===== src/rtl/dpbram_pkg.sv =====
`default_nettype none
// ============================================================================
// Module   : dpbram_pkg
// Purpose  : Shared FSM state encoding and skid-buffer sizing for the reader.
// Revision : 1.0
// ============================================================================
package dpbram_pkg;

   localparam int unsigned c_skid_depth = 2;
   localparam int unsigned c_skid_cnt_w = 2;

   typedef enum logic [1:0] {
      ST_IDLE  = 2'd0,
      ST_READ  = 2'd1,
      ST_DRAIN = 2'd2
   } state_t;

endpackage
`default_nettype wire


===== src/rtl/dpbram_rd_skid.sv =====
`default_nettype none
// ============================================================================
// Module   : dpbram_rd_skid
// Purpose  : Two-entry output skid FIFO; entry 0 is always the stream head.
// Revision : 1.0
// ============================================================================
module dpbram_rd_skid
   import dpbram_pkg::*;
#(
   parameter int WIDTH = 17
)
(
   input  logic                    clk,
   input  logic                    rst,
   input  logic                    flush,
   input  logic                    push,
   input  logic [WIDTH-1:0]        push_data,
   input  logic                    pop,
   output logic [WIDTH-1:0]        head_data,
   output logic                    head_valid,
   output logic [c_skid_cnt_w-1:0] count
);

   localparam logic [c_skid_cnt_w-1:0] c_full = c_skid_cnt_w'(c_skid_depth);

   logic [WIDTH-1:0]        r_mem0;
   logic [WIDTH-1:0]        r_mem1;
   logic [c_skid_cnt_w-1:0] r_count;
   logic                    w_pop;

   assign w_pop = pop && (r_count != '0);

   always_ff @(posedge clk or posedge rst) begin
      if (rst) begin
         r_mem0  <= '0;
         r_mem1  <= '0;
         r_count <= '0;
      end else if (flush) begin
         r_count <= '0;
      end else begin
         case ({push, w_pop})
            2'b10: begin
               if (r_count == '0) begin
                  r_mem0 <= push_data;
               end else begin
                  r_mem1 <= push_data;
               end
               if (r_count != c_full) begin
                  r_count <= r_count + c_skid_cnt_w'(1);
               end
            end
            2'b01: begin
               r_mem0  <= r_mem1;
               r_count <= r_count - c_skid_cnt_w'(1);
            end
            2'b11: begin
               // Occupancy is unchanged; the new word lands behind whatever remains.
               if (r_count == c_skid_cnt_w'(1)) begin
                  r_mem0 <= push_data;
               end else begin
                  r_mem0 <= r_mem1;
                  r_mem1 <= push_data;
               end
            end
            default: ;
         endcase
      end
   end

   assign head_data  = r_mem0;
   assign head_valid = (r_count != '0);
   assign count      = r_count;

endmodule
`default_nettype wire


===== src/rtl/dpbram_reader.sv =====
`default_nettype none
// ============================================================================
// Module   : dpbram_reader
// Purpose  : Streams a wrapping block of DPBRAM words out on a valid/ready port.
//            Define DPBRAM_READER_ABORT_EN to add the abort input.
// Revision : 1.0
// ============================================================================
module dpbram_reader
   import dpbram_pkg::*;
#(
   parameter int DWIDTH   = 16,
   parameter int AWIDTH   = 16,
   parameter int MEM_SIZE = 10000
)
(
   input  logic              clk,
   input  logic              rst,
   input  logic              start,
   input  logic [AWIDTH-1:0] base_addr,
   input  logic [AWIDTH-1:0] length,
   output logic [AWIDTH-1:0] ram_addr,
   output logic              ram_ce,
   output logic              ram_we,
   input  logic [DWIDTH-1:0] ram_dout,
   output logic [DWIDTH-1:0] m_data,
   output logic              m_valid,
   input  logic              m_ready,
`ifdef DPBRAM_READER_ABORT_EN
   input  logic              abort,
`endif
   output logic              m_last,
   output logic              busy,
   output logic              done
);

   localparam logic [AWIDTH:0]   c_mem_size  = (AWIDTH+1)'(MEM_SIZE);
   localparam logic [AWIDTH-1:0] c_last_addr = AWIDTH'(MEM_SIZE - 1);

   state_t                  r_state;
   logic [AWIDTH-1:0]       r_addr;
   logic [AWIDTH-1:0]       r_rem;
   logic                    r_pend;
   logic                    r_pend_last;
   logic                    r_busy;
   logic                    r_done;

   logic                    w_abort;
   logic                    w_pop;
   logic                    w_ce;
   logic [2:0]              w_occ;
   logic [2:0]              w_cap;
   logic [c_skid_cnt_w-1:0] w_count;
   logic [DWIDTH:0]         w_head;
   logic                    w_head_valid;

`ifdef DPBRAM_READER_ABORT_EN
   assign w_abort = abort && (r_state != ST_IDLE);
`else
   assign w_abort = 1'b0;
`endif

   // Credit check counts a word leaving this cycle as a free slot, which is
   // what sustains one word per cycle through a two-entry buffer.
   assign w_pop = w_head_valid && m_ready;
   assign w_occ = {1'b0, w_count} + {2'b0, r_pend};
   assign w_cap = 3'(c_skid_depth) + {2'b0, w_pop};
   assign w_ce  = (r_state == ST_READ) && (w_occ < w_cap) && !w_abort;

   always_ff @(posedge clk or posedge rst) begin
      if (rst) begin
         r_state     <= ST_IDLE;
         r_addr      <= '0;
         r_rem       <= '0;
         r_pend      <= 1'b0;
         r_pend_last <= 1'b0;
         r_busy      <= 1'b0;
         r_done      <= 1'b0;
      end else begin
         r_done      <= 1'b0;
         r_pend      <= w_ce;
         r_pend_last <= w_ce && (r_rem == AWIDTH'(1));
         if (w_ce) begin
            r_addr <= (r_addr == c_last_addr) ? '0 : r_addr + AWIDTH'(1);
         end
         case (r_state)
            ST_IDLE: begin
               if (start) begin
                  if (length == '0) begin
                     r_done <= 1'b1;
                  end else begin
                     r_state <= ST_READ;
                     r_busy  <= 1'b1;
                     r_rem   <= length;
                     r_addr  <= ({1'b0, base_addr} >= c_mem_size) ? '0 : base_addr;
                  end
               end
            end
            ST_READ: begin
               if (w_ce) begin
                  r_rem <= r_rem - AWIDTH'(1);
                  if (r_rem == AWIDTH'(1)) begin
                     r_state <= ST_DRAIN;
                  end
               end
            end
            ST_DRAIN: begin
               if (w_pop && w_head[DWIDTH]) begin
                  r_state <= ST_IDLE;
                  r_busy  <= 1'b0;
                  r_done  <= 1'b1;
               end
            end
            default: r_state <= ST_IDLE;
         endcase
         if (w_abort) begin
            r_state <= ST_IDLE;
            r_busy  <= 1'b0;
            r_done  <= 1'b1;
            r_pend  <= 1'b0;
         end
      end
   end

   dpbram_rd_skid #(
      .WIDTH      (DWIDTH + 1)
   ) u_skid (
      .clk        (clk),
      .rst        (rst),
      .flush      (w_abort),
      .push       (r_pend),
      .push_data  ({r_pend_last, ram_dout}),
      .pop        (w_pop),
      .head_data  (w_head),
      .head_valid (w_head_valid),
      .count      (w_count)
   );

   assign ram_addr = r_addr;
   assign ram_ce   = w_ce;
   assign ram_we   = 1'b0;
   assign m_data   = w_head[DWIDTH-1:0];
   assign m_valid  = w_head_valid;
   assign m_last   = w_head[DWIDTH] && w_head_valid;
   assign busy     = r_busy;
   assign done     = r_done;

endmodule
`default_nettype wire


===== config.mk =====
export PLATFORM = sky130hd
export DESIGN_NAME = dpbram_reader
export DESIGN_NICKNAME = d
export VERILOG_FILES = /design/src/rtl/dpbram_pkg.sv /design/src/rtl/dpbram_rd_skid.sv /design/src/rtl/dpbram_reader.sv
export SDC_FILE = /design/constraint.sdc
export NUM_CORES = 1
export LEC_CHECK = 0
export ABC_AREA = 1
export BUFFER_PORTS_ARGS = -buffer_cell sky130_fd_sc_hd__buf_2
export CAP_MARGIN = 20
export CELL_PAD_IN_SITES_DETAIL_PLACEMENT = 0
export CELL_PAD_IN_SITES_GLOBAL_PLACEMENT = 2
export CORE_MARGIN = 4
export CORE_UTILIZATION = 28
export CTS_CLUSTER_SIZE = 25
export DETAILED_ROUTE_END_ITERATION = 12
export GPL_ROUTABILITY_DRIVEN = 0
export PLACE_DENSITY = 0.8
export SLEW_MARGIN = 20
export SYNTH_ARGS = -nofsm -noshare
export SYNTH_HDL_FRONTEND = slang
export SYNTH_SLANG_ARGS = --single-unit
export TNS_END_PERCENT = 50

===== constraint.sdc =====
create_clock -name clk -period 2.1 [get_ports clk]
set_input_delay 0.21 -clock clk [delete_from_list [all_inputs] [get_ports clk]]
set_output_delay 0.21 -clock clk [all_outputs]
set_load 0.005 [all_outputs]

# == Word level (Yosys, flattened, before mapping) ==
# Index checks and enable logic that the tools add are counted.
# word_totals
reg_bits,74
output_inout_bits,38
input_bits,52
# op_classes
n_eq_ne,18
n_addsub,6
magnitude_cmp,2
n_mux,32
n_reduce_logical,21
# ops
operator,count
16-bit two-way mux,9
17-bit two-way mux,4
17-bit one-hot mux with 3 select lines,1
17-bit one-hot mux with 2 select lines,1
16-bit one-hot mux with 2 select lines,1
"16-bit by 1-bit adder with 16-bit output, second input constant",1
"16-bit by 1-bit equality test with 1-bit output, second input constant",1
"16-bit by 14-bit equality test with 1-bit output, second input constant",1
"16-bit by 14-bit >= comparator with 1-bit output, second input constant",1
16-bit zero test,1
"16-bit by 1-bit subtractor with 16-bit output, second input constant",1
"2-bit inequality test, second input constant",7
2-bit two-way mux,6
2-bit nonzero test,5
4-bit AND reduction,2
"2-bit by 1-bit equality test with 1-bit output, second input constant",3
"2-bit equality test, second input constant",3
1-bit logical AND,6
1-bit two-way mux,6
"2-bit by 1-bit inequality test with 1-bit output, second input constant",3
2-bit one-hot mux with 3 select lines,1
5-bit AND reduction,1
2-bit zero test,2
1-bit one-hot mux with 2 select lines,2
other kinds (9),10

# == Logic depth before layout (Yosys ltp) ==
# depth
depth_word,9
ltp_mapped,12

# == By module ==
# From an unflattened synthesis, not the netlist that was laid out.
# unflattened
cells_unflattened,666
hier_area_um2,4488.1
# modules_own_cells
module,seq_area_each_um2,instances,area_per_inst_um2,cells_per_inst
dpbram_reader,950.9,1,2676.3,427
dpbram_rd_skid,900.9,1,1811.7,239

# == Worst setup path before layout ==
# No wires, ideal clock.
# synth_path
kind,reg-to-reg
start,register r_pend
end,register r_addr[7] (netlist: ram_addr[7])
t_arrival_ps,1548
slack_ps,435
stages_incl_launch_ff,11
synth_period_minus_slack_ps,1665
setup_time_ps,117
path_cell_list,dfrtp_1 > ha_1 > ha_1 > nand2_2 > nand3_4 > inv_2 > nand2_1 > nand2_2 > inv_2 > nand3_1 > nand2_1
# synth_via
elab_chain_cells,7
# synth_rtl
element,line_no,rtl
start: declaration,dpbram_reader.sv:42,logic r_pend;
start signal: assignment,dpbram_reader.sv:80,r_pend <= w_ce;
2-bit by 1-bit adder with 3-bit output *,dpbram_reader.sv:65,"assign w_occ = {1'b0, w_count} + {2'b0, r_pend};"
3-bit < comparator *,dpbram_reader.sv:67,assign w_ce = (r_state == ST_READ) && (w_occ < w_cap) && !w_abort;
1-bit logical AND *,dpbram_reader.sv:67,
net ram_ce,dpbram_reader.sv:22,"output logic ram_ce,"
16-bit two-way mux *,dpbram_reader.sv:82,if (w_ce) begin
16-bit two-way mux,dpbram_reader.sv:88,if (length == '0) begin
16-bit two-way mux,dpbram_reader.sv:87,if (start) begin
16-bit two-way mux *,dpbram_reader.sv:85,case (r_state)
end signal: assignment,dpbram_reader.sv:83,r_addr <= (r_addr == c_last_addr) ? '0 : r_addr + AWIDTH'(1);
end signal: assignment,dpbram_reader.sv:94,"r_addr <= ({1'b0, base_addr} >= c_mem_size) ? '0 : base_addr;"
end: declaration,dpbram_reader.sv:40,logic [AWIDTH-1:0] r_addr;
# The timed path passes the listed nets; every way through them passes the cells marked *.
# A chain may end at the register's enable or synchronous reset.

# == Final worst setup path ==
# layout_path
start,register r_pend
end,output ram_ce
# layout_via
elab_chain_cells,3
# layout_rtl
element,line_no
2-bit by 1-bit adder with 3-bit output,dpbram_reader.sv:65
3-bit < comparator,dpbram_reader.sv:67
1-bit logical AND,dpbram_reader.sv:67
end: declaration,dpbram_reader.sv:22
# Every way passes these cells.

==> flow_summary.yaml <==
timing:
  hold_violations: 0
  maxSlewHeadroom_pct: 65.1
  worst_clock_skew_ns: 0.00804
  setup_slack_ns: 0.139
  worst_pin_slew_ns: 0.522
  post-route-period-util_pct: 93.4
  timing.fmax_mhz: 510
  drv_slew: 0
  rsz0062_at_grt: "no"
  finalCriticalPeriod_ns: 1.96
  tns_ns: 0
  setup_viol_count_final: 0
grt:
  grt_pass1_wl_mm: 19.7
  track_usage_pct: 13.5
  gr-total-overflow: 0
  grt_antenna_before_repair: 0
  grt_max_degree: 35
  grt_pass1_vias: 3937
worst_setup_path:
  path_common_cell: "ha_1"
  critical_path_class: "reg -> out"
  required_ns: 1.89
  critical-path-top-delay-family: "adder cells"
  critical-path-max-stage-delay_ns: 0.42
  cp_max_fo: 7
  cp.buffers_inverters: 2
  cp-start-kind: "register"
  cp_cell_sequence: "ha_1 > ha_1 > nand2_2 > nand3_4 > inv_4 > buf_2"
  endpoint_kind: "primary output"
  reg2reg_depth: 8
  slowest_stage: "dfrtp_1"
  path_depth: 6
  cp.arrival_ns: 1.75
detailed_routing:
  drt_iter0_drc: 245
  drtPass1Iterations: 4
  routed_wl_mm: 11.7
  ant_nets: 0
  vias_per_cell: 4.52
  wl_per_cell_um: 13.3
  vias: 3976
  route.detailed.drc: 0
clock_network:
  tritoncts: "done"
  cts.sinks: 74
  root_buffer: "clkbuf_16"
  cts_setup_buffers: 0
  htree_levels: 3
  path_clk_slew_ns: 0.05
  clk_latency_ns: 0.34
  clockBufferDepth: 2
  cts_buffers: 9
min_path:
  whs_path_depth: 3
  hp-class: "in -> reg"
placement:
  dp_slack_ns: 0.194
  hpwl_mm: 9.07
  dp_cells: 862
  io_buffer_count: 88
yosys:
  async_reset_ff_share_pct: 100
  ys.flop_type: "dfrtp_1"
  yosys_warnings: 0
  synthTopCellsByArea: "dfrtp_1 (41%), nand2_1 (13%), nand3_1 (7.0%), nor2_1 (6.2%), inv_1 (4.4%)"
  synth_area_mm2: 0.00448
  yosysSeqAreaShare_pct: 41.3
  synth.distinct_cells: 38
  synthDominantCellAreaShare_pct: 41.3
  ys_top_cells_by_count: "nand2_1 (158), dfrtp_1 (74), nor2_1 (74)"
  yosysMostFrequentCell: "nand2_1"
  synth_edf_count: 0
  netlist_instances: 585
  synthesis.nets: 645
  yosysTopAreaCell: "dfrtp_1"
  synth-seq-cells: 74
  avgSynthCellArea_um2: 7.67
power:
  power_frac_seq_pct: 31.0
  p_int_uw: 4790
  power.switching_uw: 3600
  clkPwrFrac_pct: 20.9
  comb_power_share_pct: 48.1
  pwr_density_cell_mw_per_mm2: 1560
  leakage_uw: 0.00265
  sw_frac_of_total_pct: 42.9
  peakVddDrop_v: 0.000610
cells_and_area:
  drive_gt1_share_pct: 24.0
  final_cells: 879
  ff_latch_area_mm2: 0.00185
  finish.utilization_pct: 34.9
  nets: 723
  num_antenna_cells: 0
  multi_input_area_mm2: 0.00218
  fillers: 1707
  area_delta_synth_final_pct: 20.2
die:
  fp.coreArea_mm2: 0.0154
  num_io_pins: 90
  dieWidth_um: 135
  die_y_um: 135
  die_area_mm2: 0.0181
  initial_core_util_pct: 29.1
  row_count: 45
status:
  status: "complete, no violations"
flow_run:
  max_cap_violations: 0
==> tightest hold or removal path: stages <==
cell     delay, ns
buf_2         0.08
nand2_1       0.04
nand2_1       0.05
==> registers in the layout, summed over array words and instances (netlist names) <==
register,count
r_rem,16
busy,1
r_pend,1
u_skid.r_mem1,17
r_pend_last,1
u_skid.count,2
r_state,2
ram_addr,16
u_skid.head_data,17
done,1
==> repair_timing <==
action | in CTS | in global routing
endpoints found under the setup margin | 0 | 1
hold endpoints to repair | 21 | 0
hold buffers | 1 | 0
resized for setup | 0 | 1
==> power by group through the flow <==
stage	Combinational, µW	Sequential [µW]	Clock, µW
2_1_floorplan	3280	2510	0
3_3_place_gp	4000	2600	0
3_5_place_dp	4080	2630	0
4_1_cts	4090	2610	1810
5_1_grt	4660	2710	1870
6_report	4030	2600	1750
==> logic make-up (layout without fill, tap and decap cells) <==
kind of cell | after synthesis | count (layout) | share of synthesized area, %
simple gates | 327 | 327 | 32.8
buf+inv | 91 | 174 | 9.99
flops | 74 | 74 | 41.3
compound gates | 63 | 63 | 8.59
mux | 16 | 16 | 4.02
fa+ha+maj | 8 | 8 | 2.23
xor+xnor | 5 | 5 | 0.977
other cells | 1 | 1 | 0.0836
==> placed cells by master (no fill, tap or decap), types with 5 or more instances in the layout <==
master / count
nor2_1: 74
nand4_1: 5
mux2_2: 16
buf_2: 88
inv_1: 52
a31oi_1: 17
ha_1: 8
buf_4: 7
o21ai_1: 10
clkbuf_16: 9
nand3_1: 63
nand2_1: 158
inv_2: 8
nor3_1: 5
xor2_1: 5
dfrtp_1: 74
o21ai_0: 21
nor2_2: 6
==> layout make-up <==
class | count | area share, %
clock inverter | 5 | 1.90
clock buffer | 11 | 4.32
tap | 211 | 4.90
sequential | 74 | 34.4
inverter | 61 | 4.29
timing repair buffer | 97 | 9.70
multi-input combinational | 420 | 40.5
==> path summary, 6_finish.rpt <==
kind	start	end	slack [ns]
setup / recovery	r_pend	ram_ce	0.14
hold / removal	base_addr[3]	ram_addr[3]	0.09
setup reg to reg	r_pend	ram_addr[6]	0.22
hold reg to reg	u_skid.r_mem1[16]	u_skid.r_mem1[16]	0.49
max in group asynchronous	rst	ram_addr[14]	1.02
min in group asynchronous	rst	u_skid.head_data[6]	0.46
==> stage by stage <==
| stage | instance area, µm² | hold WS (ns) | power, µW |
|---|---|---|---|
| after floorplan | 4480 | 0.327 | 5790 |
| after global placement | 5040 | 0.277 | 6610 |
| after detailed placement | 5040 | 0.287 | 6700 |
| after CTS | 5390 | 0.0767 | 8500 |
| after global routing | 5390 | 0.0908 | 9240 |
| final | 5390 | 0.0866 | 8390 |
==> metal layers <==
layer	track usage (%)	vias up	routed length, µm
met4	5.32	0	198
met2	20.8	106	5130
met3	2.87	15	595
li1	-	2033	-
met5	0	-	0
met1	18.5	1822	5750
Note: power is estimated with default switching activity, not from simulation.
